===== src/rtl/game_pkg.sv =====
// game_pkg: lane/row geometry and LFSR taps shared by the obstacle and collision/score blocks
package game_pkg;
  localparam int LANES = 3;
  localparam int ROWS = 5;
  typedef logic [LANES-1:0] row_t;
  localparam logic [15:0] LFSR_TAPS = 16'hB400;
  function automatic logic [15:0] lfsr_next(input logic [15:0] l);
    return {l[14:0], ^(l & LFSR_TAPS)};
  endfunction
endpackage


===== src/rtl/lfsr16.sv =====
// lfsr16: free-running 16-bit Fibonacci LFSR; a zero seed is replaced by 1 so it never locks up
module lfsr16
  import game_pkg::*;
#(
  parameter logic [15:0] SEED = 16'hACE1
) (
  input  logic        clk,
  input  logic        rst,
  output logic [15:0] q
);
  localparam logic [15:0] INIT = (SEED == 16'h0000) ? 16'h0001 : SEED;
  always_ff @(posedge clk or posedge rst)
    if (rst) q <= INIT;
    else q <= lfsr_next(q);
endmodule


===== src/rtl/obstacle_scroller.sv =====
// obstacle_scroller: 5-row, 3-lane obstacle field with random row generation,
// accelerating scroll rate and a game_over freeze
module obstacle_scroller
  import game_pkg::*;
#(
  parameter int unsigned   START_TICKS_PER_STEP = 100,
  parameter int unsigned   END_TICKS_PER_STEP   = 20,
  parameter int unsigned   TICKS_TO_SPEEDUP     = 750,
  parameter int unsigned   SPAWN_THRESH         = 6,
  parameter int unsigned   MIN_GAP              = 2,
  parameter logic [15:0]   LFSR_SEED            = 16'hACE1
) (
  input  logic             fast_hz,
  input  logic             rst,
  input  logic             game_over,
  output logic [LANES-1:0] obstacle0,
  output logic [LANES-1:0] obstacle1,
  output logic [LANES-1:0] obstacle2,
  output logic [LANES-1:0] obstacle3,
  output logic [LANES-1:0] obstacle4,
  output logic             step
);
  logic [15:0] lfsr_q;
  logic [ROWS-1:0][LANES-1:0] rows_q, rows_d;
  logic [31:0] step_cnt_q, step_cnt_d, speed_cnt_q, speed_cnt_d, tps_q, tps_d, gap_q, gap_d;
  logic step_q, step_d, due, wrap, spawn;
  row_t cand, new_row;
  logic unused_lfsr;
  lfsr16 #(.SEED(LFSR_SEED)) u_lfsr (.clk(fast_hz), .rst(rst), .q(lfsr_q));
  assign unused_lfsr = ^{lfsr_q[15:8], lfsr_q[3]};
  always_comb begin
    due = step_cnt_q >= tps_q - 32'd1;
    wrap = speed_cnt_q == TICKS_TO_SPEEDUP - 1;
    spawn = 32'(lfsr_q[7:4]) < SPAWN_THRESH;
    // a full-width block would be unwinnable, so both degenerate patterns are remapped
    cand = lfsr_q[2:0] == 3'b000 ? 3'b010 : lfsr_q[2:0] == 3'b111 ? 3'b101 : lfsr_q[2:0];
    new_row = (gap_q == 0 && spawn) ? cand : '0;
    step_cnt_d = step_cnt_q;
    speed_cnt_d = speed_cnt_q;
    tps_d = tps_q;
    gap_d = gap_q;
    rows_d = rows_q;
    step_d = 1'b0;
    if (!game_over) begin
      step_cnt_d = due ? '0 : step_cnt_q + 32'd1;
      speed_cnt_d = wrap ? '0 : speed_cnt_q + 32'd1;
      tps_d = (wrap && tps_q > END_TICKS_PER_STEP) ? tps_q - 32'd1 : tps_q;
      step_d = due;
      if (due) begin
        rows_d = {rows_q[ROWS-2:0], new_row};
        gap_d = gap_q != 0 ? gap_q - 32'd1 : spawn ? MIN_GAP : '0;
      end
    end
  end
  always_ff @(posedge fast_hz or posedge rst)
    if (rst) begin
      rows_q <= '0;
      step_q <= 1'b0;
      step_cnt_q <= '0;
      speed_cnt_q <= '0;
      tps_q <= START_TICKS_PER_STEP;
      gap_q <= '0;
    end else begin
      rows_q <= rows_d;
      step_q <= step_d;
      step_cnt_q <= step_cnt_d;
      speed_cnt_q <= speed_cnt_d;
      tps_q <= tps_d;
      gap_q <= gap_d;
    end
  assign obstacle0 = rows_q[0];
  assign obstacle1 = rows_q[1];
  assign obstacle2 = rows_q[2];
  assign obstacle3 = rows_q[3];
  assign obstacle4 = rows_q[4];
  assign step = step_q;
endmodule


===== config.mk =====
export PLATFORM = sky130hd
export DESIGN_NAME = obstacle_scroller
export DESIGN_NICKNAME = d
export VERILOG_FILES = /design/src/rtl/game_pkg.sv /design/src/rtl/lfsr16.sv /design/src/rtl/obstacle_scroller.sv
export SDC_FILE = /design/constraint.sdc
export NUM_CORES = 1
export LEC_CHECK = 0
export CORE_MARGIN = 5
export CORE_UTILIZATION = 54
export CTS_BUF_LIST = sky130_fd_sc_hd__clkbuf_4 sky130_fd_sc_hd__clkbuf_8 sky130_fd_sc_hd__clkbuf_16
export DETAILED_ROUTE_END_ITERATION = 8
export PLACE_DENSITY = 0.77
export SETUP_SLACK_MARGIN = 0.4
export SKIP_CTS_REPAIR_TIMING = 1
export SKIP_LAST_GASP = 1
export SYNTH_ARGS = -nofsm -noshare
export SYNTH_HDL_FRONTEND = slang
export SYNTH_SLANG_ARGS = --single-unit

===== constraint.sdc =====
create_clock -name fast_hz -period 6.1 [get_ports fast_hz]
set_input_delay 0.915 -clock fast_hz [delete_from_list [all_inputs] [get_ports fast_hz]]
set_output_delay 0.915 -clock fast_hz [all_outputs]
set_load 0.01 [all_outputs]

After elaboration in Yosys (flattened, before gate mapping)
Cells that the tools add are included.

Flip-flop bits (word level): 160. Bits of input ports: 3. Output and inout port bits: 16. Logic and storage cells: 37.

$add $sub $neg: 4. $lt $le $gt $ge: 3. Equality and inequality tests: 2. Mux-type cells: 8. Bitwise operators: 1. Reductions and logical operators: 8.

Operator list (count): 32-bit two-way mux (3); 32-bit by 1-bit adder with 32-bit output, second input constant (2); 32-bit by 1-bit subtractor with 32-bit output, second input constant (2); 32-bit by 10-bit == test with 1-bit output, second input constant (1); 32-bit >= comparator (1); 32-bit by 5-bit greater-than comparator with 1-bit output, second input constant (1); 32-bit logical NOT (1); 32-bit nonzero test (1); 16-bit XOR reduction (1); 3-bit two-way mux (3); 4-bit by 3-bit < comparator with 1-bit output, second input constant (1); 2-bit AND reduction (2); 3-bit == test, second input constant (1); 3-bit logical NOT (1); 1-bit logical AND (2); 2-bit two-way mux (1); 1-bit two-way mux (1); 1-bit inverter (1).

Depth between registers and ports, before layout
Gate-level depths: netlist of the first run.

Word-level depth: 4. Gate-level depth with buffers: 19. Depth with buffers taken out: 16.

Hierarchy
From an unflattened synthesis of the first run, not the netlist that was laid out.

Cells, all modules: 842. Area total of the unflattened synthesis: 8287.9 um^2.

Modules (own cells, without submodules): obstacle_scroller (instances 1, cells an instance 822, area an instance 7847.5 um^2, seq. area each 3607.2 um^2); lfsr16 (instances 1, cells an instance 20, area an instance 440.4 um^2, seq. area each 410.4 um^2).

Worst setup path before layout of the first run
Ideal clock, no wire load.

Kind: reg-to-reg. Start: register tps_q[0]. End: register rows_q (netlist bit obstacle1[0]). Setup time: 0.125 ns. Arrival time: 5.198 ns. Required time: 5.975 ns. Path slack: 0.777 ns. Cell stages (with the launch flop): 19. Buffers on the path: 2. Clock period less this slack: 5.323 ns. Path through: dfrtp_1 inv_1 ha_1 or4b_2 nor4_1 nand2_1 nor3_1 nand2_1 xor2_1 ha_1 nand4_1 or4_1 or4_1 o32a_2 and2_1 buf_2 clkinv_2 buf_6 mux2_2.

Longest elaborated chain between the ends: 3.

RTL lines: from (decl) (RTL line obstacle_scroller.sv:25) `logic [31:0] step_cnt_q, step_cnt_d, speed_cnt_q, speed_cnt_d, tps_q, tps_d, gap_q, gap_d;`; from (signal assigned) (RTL line obstacle_scroller.sv:68) `tps_q <= tps_d;`; 32-bit by 1-bit subtractor with 32-bit output (RTL line obstacle_scroller.sv:32) `due = step_cnt_q >= tps_q - 32'd1;`; 32-bit >= comparator (RTL line obstacle_scroller.sv:32); 2-bit AND reduction (no line); to (signal assigned) (RTL line obstacle_scroller.sv:64) `rows_q <= rows_d;`; to (decl) (RTL line obstacle_scroller.sv:24) `logic [ROWS-1:0][LANES-1:0] rows_q, rows_d;`.

Every way passes these cells. A chain may end at the register's enable or synchronous reset.

Worst setup path in the final report of the first run
Start: register tps_q[0]. End: register gap_q[14].

Longest elaborated chain between the ends: 3.

RTL lines: 32-bit by 1-bit subtractor with 32-bit output (RTL line obstacle_scroller.sv:32); 32-bit >= comparator (RTL line obstacle_scroller.sv:32); 2-bit AND reduction (no line); to (signal assigned) (RTL line obstacle_scroller.sv:69) `gap_q <= gap_d;`; to (decl) (RTL line obstacle_scroller.sv:25).

Every way passes these cells.

==> results.py, run 1 <==
metrics = {
    "run_status": {
        "status": "finished, final reports clean",
    },
    "timing": {
        "slew_violations": 0,
        "hold_viol": 0,
        "fin_crit_ns": 5.41,
        "maxSlewHeadroom_pct": 33.6,
        "worstMarginPinSlew_ns": 0.997,
        "finClkSkew_ns": 0.00986,
        "finalSetupTns_ns": 0,
        "rsz0062_at_grt": "no",
        "max_freq_mhz": 185,
        "period_share_pct": 88.7,
        "report.final.setup_viol": 0,
    },
    "finish": {
        "area_delta_synth_final_pct": 12.1,
        "finalNetCount": 903,
        "fillers": 1274,
        "fin_util_pct": 61.1,
        "insertedDiodeCount": 0,
        "drive_above_1_share_pct": 11.5,
        "fin_area_mm2": 0.00959,
        "layout.area.seq_mm2": 0.00402,
        "multi_input_comb_area_mm2": 0.00434,
    },
    "pwr": {
        "p_total_w": 0.00244,
        "combPwrFrac_pct": 7.5,
        "seq_power_share_pct": 48.3,
        "max-vdd-ir-drop_uv": 194,
        "internal_power_w": 0.00180,
        "switching_power_w": 0.000646,
        "power.leakage_nw": 4.18,
        "clockPowerShare_pct": 44.2,
        "power_density_mw_per_mm2": 255,
        "swShare_pct": 26.4,
    },
    "setup_path": {
        "crit_required_ns": 6.42,
        "start_kind": "flop",
        "reg2reg_setup_slack_ns": 0.69,
        "cp.depth": 17,
        "cp_slowest_cell": "or4b_2",
        "crit_arrival_ns": 5.73,
        "ff2ff_path_depth": 17,
        "path_max_fanout": 19,
        "crit_type": "flop to flop",
        "end_kind": "flop",
        "path_cells": "inv_1 > ha_1 > or4b_2 > nor4_1 > buf_4 > nand2_2 > nor3_4 > nand2_1 > xor2_1 > ha_1 > nand4_1 > or4_4 > or4_1 > o32a_4 > buf_4 > a2111oi_2 > mux2_2",
        "cp_slowest_stage_delay_ns": 0.66,
        "cp_top_family": "simple AND/OR/NAND/NOR gates",
        "crit_buf_inv": 3,
    },
    "synthesis": {
        "synth_edf_count": 0,
        "synth-seq-cells": 160,
        "synth_ff_type": "dfrtp_1",
        "synth.largest_area_cell": "dfrtp_1",
        "synth_nets": 884,
        "async_reset_ff_share_pct": 100,
        "ys_types": 64,
        "syn-cell-area_mm2": 0.00856,
        "netlist_instances": 843,
        "ys_seq_area_share_pct": 46.9,
        "yosys.cell_count.top_type": "dfrtp_1",
        "synthTopCellsByArea": "dfrtp_1, xnor2_1, ha_1, nor2_1, xor2_1",
        "netlist.area_leader.share_pct": 43.6,
        "synth_warnings": 0,
        "synth_top_cells_by_count": "dfrtp_1, nor2_1, xnor2_1",
        "synth.avg_cell_area_um2": 10.2,
    },
    "route": {
        "wl_um": 17100,
        "routed_via_density": 5.67,
        "drc": 0,
        "ant_nets": 0,
        "routedWlPerCell_um": 15.7,
        "dr.pass1.iters": 7,
        "vias": 6181,
        "drtIter0Drc": 391,
    },
    "clock_tree": {
        "cts_max_level": 4,
        "cts_sinks": 160,
        "cts_tree": "yes",
        "path_clk_slew_ns": 0.07,
        "clockBufferDepth": 2,
        "clk_latency_ns": 0.43,
        "root_buffer": "clkbuf_16",
        "cts_buffers": 17,
    },
    "die": {
        "ios": 19,
        "coreArea_mm2": 0.0157,
        "design.die.area_mm2": 0.0185,
        "initial_utilization_pct": 54.5,
        "row_count": 46,
        "dieHeight_um": 136,
        "die_w_um": 136,
    },
    "grt": {
        "grt_usage_pct": 19.5,
        "grt_pass1_vias": 6006,
        "antenna_found_initial": 0,
        "overflow": 0,
        "grt_pass1_wl_um": 29200,
        "grt_max_degree": 113,
    },
    "placed_design": {
        "placed_area_mm2": 0.00892,
        "gp_congestion": 0.829,
        "hpwl_um": 11100,
        "port_buffers": 18,
    },
    "worst_hold_path": {
        "hold_path_class": "flop to flop",
        "holdPathStages": 0,
    },
    "flow_run": {
        "cap_violations": 0,
    },
}
-- metrics by stage --
step / worst slack (ns) / hold slack, ns / std cells
2_1_floorplan: 0.777 / 0.331 / 843
3_3_place_gp: 0.513 / 0.336 / 1058
3_5_place_dp: 0.348 / 0.336 / 1058
4_1_cts: 0.292 / 0.362 / 1090
5_1_grt: 0.393 / 0.367 / 1091
6_report: 0.690 / 0.356 / 1091
-- power by group through the flow --
stage                     logic [W]  clock network [W]  registers (W)
final                      0.000183            0.00108        0.00118
after floorplan            0.000152                  0        0.00118
after global placement     0.000174                  0        0.00120
after detailed placement   0.000180                  0        0.00120
after global routing       0.000207            0.00114        0.00119
after CTS                  0.000184            0.00110        0.00118
-- cell usage in the layout, fill, tap and decap left out, types with 3 or more instances in the layout --
cell and instances:
dfrtp_1 149, nor2_1 112, xnor2_1 83, nand2_1 68, xor2_1 39, ha_1 38, nand4_1 29, nand3_1 29
mux2_2 27, inv_1 25, a21oi_1 25, nor3_1 22, clkdlybuf4s50_1 18, clkbuf_16 17, nor4_1 14, a22o_1 14
and3_1 12, o2bb2ai_1 11, dfstp_2 11, o21ai_0 10, or4_1 10, buf_4 9, or3_1 8, and2_1 5
nand2b_1 5, nand4b_1 4, a21boi_0 4, inv_6 4, a22oi_1 4, inv_8 4, clkinv_4 4, nand3b_1 3
a2bb2oi_1 3, nor2b_1 3, nor4b_1 3
-- metal layers --
layer	global-route usage, %	up-vias	wire length [um]
met5	0	-	0
met4	5.88	0	248
met3	4.18	19	552
met2	30.4	92	8160
met1	27.6	3063	8140
li1	-	3007	-
-- worst paths after layout --
path,startpoint,endpoint
worst min register to register,u_lfsr.q[4],u_lfsr.q[5]
min in group asynchronous,rst,gap_q[24]
worst max register to register,tps_q[0],gap_q[14]
worst max-delay path,tps_q[0],gap_q[14]
worst min-delay path,u_lfsr.q[4],u_lfsr.q[5]
max in group asynchronous,rst,tps_q[12]
-- cell families after synthesis --
kind of cell,count (synthesis),share of synthesized area (%)
simple gates,348,20.4
flops,160,46.9
xor+xnor,122,12.5
compound gates,93,7.89
buf+inv,55,3.14
fa+ha+maj,38,5.55
mux,27,3.55
-- registers in the layout (all words and copies together) (netlist names) --
signal and cells:
gap_q 32, speed_cnt_q 32, step_cnt_q 32, tps_q 32, u_lfsr.q 16, obstacle0 3, obstacle1 3, obstacle2 3
obstacle3 3, obstacle4 3, step 1
-- layout make-up --
class / instances / share of cell area, %
Clock buffer: 19 / 4.72
Timing Repair Buffer: 28 / 2.70
Multi-Input combinational cell: 628 / 45.2
Tap cell: 216 / 2.82
Sequential cell: 160 / 41.9
Clock inverter: 13 / 1.50
Inverter: 27 / 1.13
Note: power is estimated with default switching activity, not from simulation.
==> inputs of run 2 (changes only) <==
--- a/config.mk
+++ b/config.mk
@@ -9,10 +9,12 @@
 export CORE_UTILIZATION = 54
 export CTS_BUF_LIST = sky130_fd_sc_hd__clkbuf_4 sky130_fd_sc_hd__clkbuf_8 sky130_fd_sc_hd__clkbuf_16
 export DETAILED_ROUTE_END_ITERATION = 8
+export MAX_ROUTING_LAYER = met4
 export PLACE_DENSITY = 0.77
 export SETUP_SLACK_MARGIN = 0.4
 export SKIP_CTS_REPAIR_TIMING = 1
 export SKIP_LAST_GASP = 1
+export SLEW_MARGIN = 20
 export SYNTH_ARGS = -nofsm -noshare
 export SYNTH_HDL_FRONTEND = slang
 export SYNTH_SLANG_ARGS = --single-unit
==> results.py, run 2 (synthesis results as in run 1) <==
metrics = {
    "die": {
        "dieHeight_um": 136,
        "design.die.area_mm2": 0.0185,
        "die_w_um": 136,
        "ios": 19,
        "row_count": 46,
        "coreArea_mm2": 0.0157,
        "initial_utilization_pct": 54.5,
    },
    "setup_path": {
        "cp_top_family": "simple AND/OR/NAND/NOR gates",
        "crit_required_ns": 6.43,
        "cp_slowest_cell": "or4b_2",
        "crit_type": "flop to flop",
        "ff2ff_path_depth": 17,
        "rr_endpoint": "gap_q[14]",
        "path_max_fanout": 19,
        "end_kind": "flop",
        "crit_buf_inv": 3,
        "cp.depth": 17,
        "path_cells": "inv_1 > ha_1 > or4b_2 > nor4_1 > buf_4 > nand2_2 > nor3_4 > nand2_1 > xor2_1 > ha_1 > nand4_1 > or4_4 > or4_1 > o32a_4 > buf_4 > a2111oi_2 > mux2_2",
        "crit_arrival_ns": 5.72,
        "crit_end": "gap_q[14]",
        "start_kind": "flop",
        "crit_path_start": "tps_q[0]",
        "cp_slowest_stage_delay_ns": 0.66,
        "r2r_start": "tps_q[0]",
        "reg2reg_setup_slack_ns": 0.71,
    },
    "route": {
        "dr.pass1.iters": 5,
        "ant_nets": 0,
        "routed_via_density": 5.63,
        "vias": 6152,
        "drtIter0Drc": 368,
        "wl_um": 17100,
        "drc": 0,
        "routedWlPerCell_um": 15.7,
    },
    "clock_tree": {
        "cts_tree": "yes",
        "path_clk_slew_ns": 0.07,
        "cts_max_level": 4,
        "cts_buffers": 17,
        "clockBufferDepth": 2,
        "clk_latency_ns": 0.44,
        "cts_sinks": 160,
        "root_buffer": "clkbuf_16",
    },
    "grt": {
        "overflow": 0,
        "grt_max_degree": 113,
        "grt_pass1_vias": 6019,
        "grt_pass1_wl_um": 29200,
        "grt_usage_pct": 20.0,
        "antenna_found_initial": 0,
    },
    "placed_design": {
        "gp_congestion": 0.842,
        "port_buffers": 18,
        "dp.cells": 1058,
        "placed_area_mm2": 0.00892,
        "hpwl_um": 11100,
        "place_ws_ns": 0.348,
    },
    "finish": {
        "final_common_cell": "dfrtp_1",
        "stdcell_count": 1092,
        "insertedDiodeCount": 0,
        "drive_above_1_share_pct": 11.5,
        "area_delta_synth_final_pct": 12.3,
        "fin_area_mm2": 0.00961,
        "final_cell_mix": "dfrtp_1, nor2_1, xnor2_1",
        "finalNetCount": 904,
    },
    "timing": {
        "hold_viol": 0,
        "finClkSkew_ns": 0.0102,
        "period_share_pct": 88.4,
        "setup_slack_ns": 0.706,
        "slew_violations": 0,
        "report.final.setup_viol": 0,
        "maxSlewHeadroom_pct": 34.5,
        "max_freq_mhz": 185,
        "fin_crit_ns": 5.39,
        "rsz0062_at_grt": "no",
        "worstMarginPinSlew_ns": 0.983,
        "finalSetupTns_ns": 0,
    },
    "run_status": {
        "status": "finished, final reports clean",
    },
    "pwr": {
        "power.leakage_nw": 4.19,
        "power_density_mw_per_mm2": 254,
        "max-vdd-ir-drop_uv": 196,
    },
    "flow_run": {
        "cap_violations": 0,
    },
    "worst_hold_path": {
        "hold_path_class": "flop to flop",
    },
}
run 2: changes by cell type in the layout (fill, tap and decap cells not counted):
cell      change
inv_6         -1
buf_16        +1
nor4b_1       +1
nor4b_2       -1
clkinv_4      +1
run 2: final cells by class:
class | count | area [um2]
tap | 216 | 270
clock inverter | 13 | 144
fill | 1272 | 6100
timing repair buffer | 29 | 287
multi-input combinational | 628 | 4330
clock buffer | 19 | 453
inverter | 27 | 109
sequential | 160 | 4020
run 2: worst min-delay path by stage:
stage / from / end / slack, ns / depth (start not counted)
2_1_floorplan: u_lfsr.q[3] / u_lfsr.q[4] / 0.33 / 0
3_5_place_dp: u_lfsr.q[8] / u_lfsr.q[9] / 0.34 / 0
6_report: u_lfsr.q[4] / u_lfsr.q[5] / 0.36 / 0
3_3_place_gp: u_lfsr.q[8] / u_lfsr.q[9] / 0.34 / 0
4_1_cts: u_lfsr.q[8] / u_lfsr.q[9] / 0.36 / 0
5_1_grt: u_lfsr.q[8] / u_lfsr.q[9] / 0.37 / 0
run 2: power by group:
group / internal [W] / switching [W] / total [W]
clock network: 0.000601 / 0.000479 / 0.00108
registers: 0.00111 / 0.0000658 / 0.00118
logic: 0.0000845 / 0.0000997 / 0.000184
run 2: worst register-to-register path, stage by stage (launching register included):
cell       delay (ns)
dfrtp_1          0.39
inv_1            0.13
ha_1             0.26
or4b_2           0.66
nor4_1           0.19
buf_4            0.18
nand2_2          0.13
nor3_4           0.21
nand2_1          0.09
xor2_1           0.15
ha_1             0.31
nand4_1          0.20
or4_4            0.62
or4_1            0.43
o32a_4           0.33
buf_4            0.24
a2111oi_2        0.39
mux2_2           0.37
run 2: through the flow:
step	power (W)	utilization, %	hold WS [ns]
finish	0.00245	61.2	0.358
global route	0.00254	61.2	0.367
CTS	0.00246	60.6	0.362
detailed placement	0.00138	56.8	0.336
global placement	0.00137	56.8	0.336
floorplan	0.00133	-	0.331
run 2: metal layers:
layer  up-vias  GRT usage [%]  routed length (um)
li1       2997              -                   -
met1      3021           27.3                7980
met2       115           30.5                8230
met3        19           3.96                 669
met4         0           6.38                 248
met5         -              -                   0
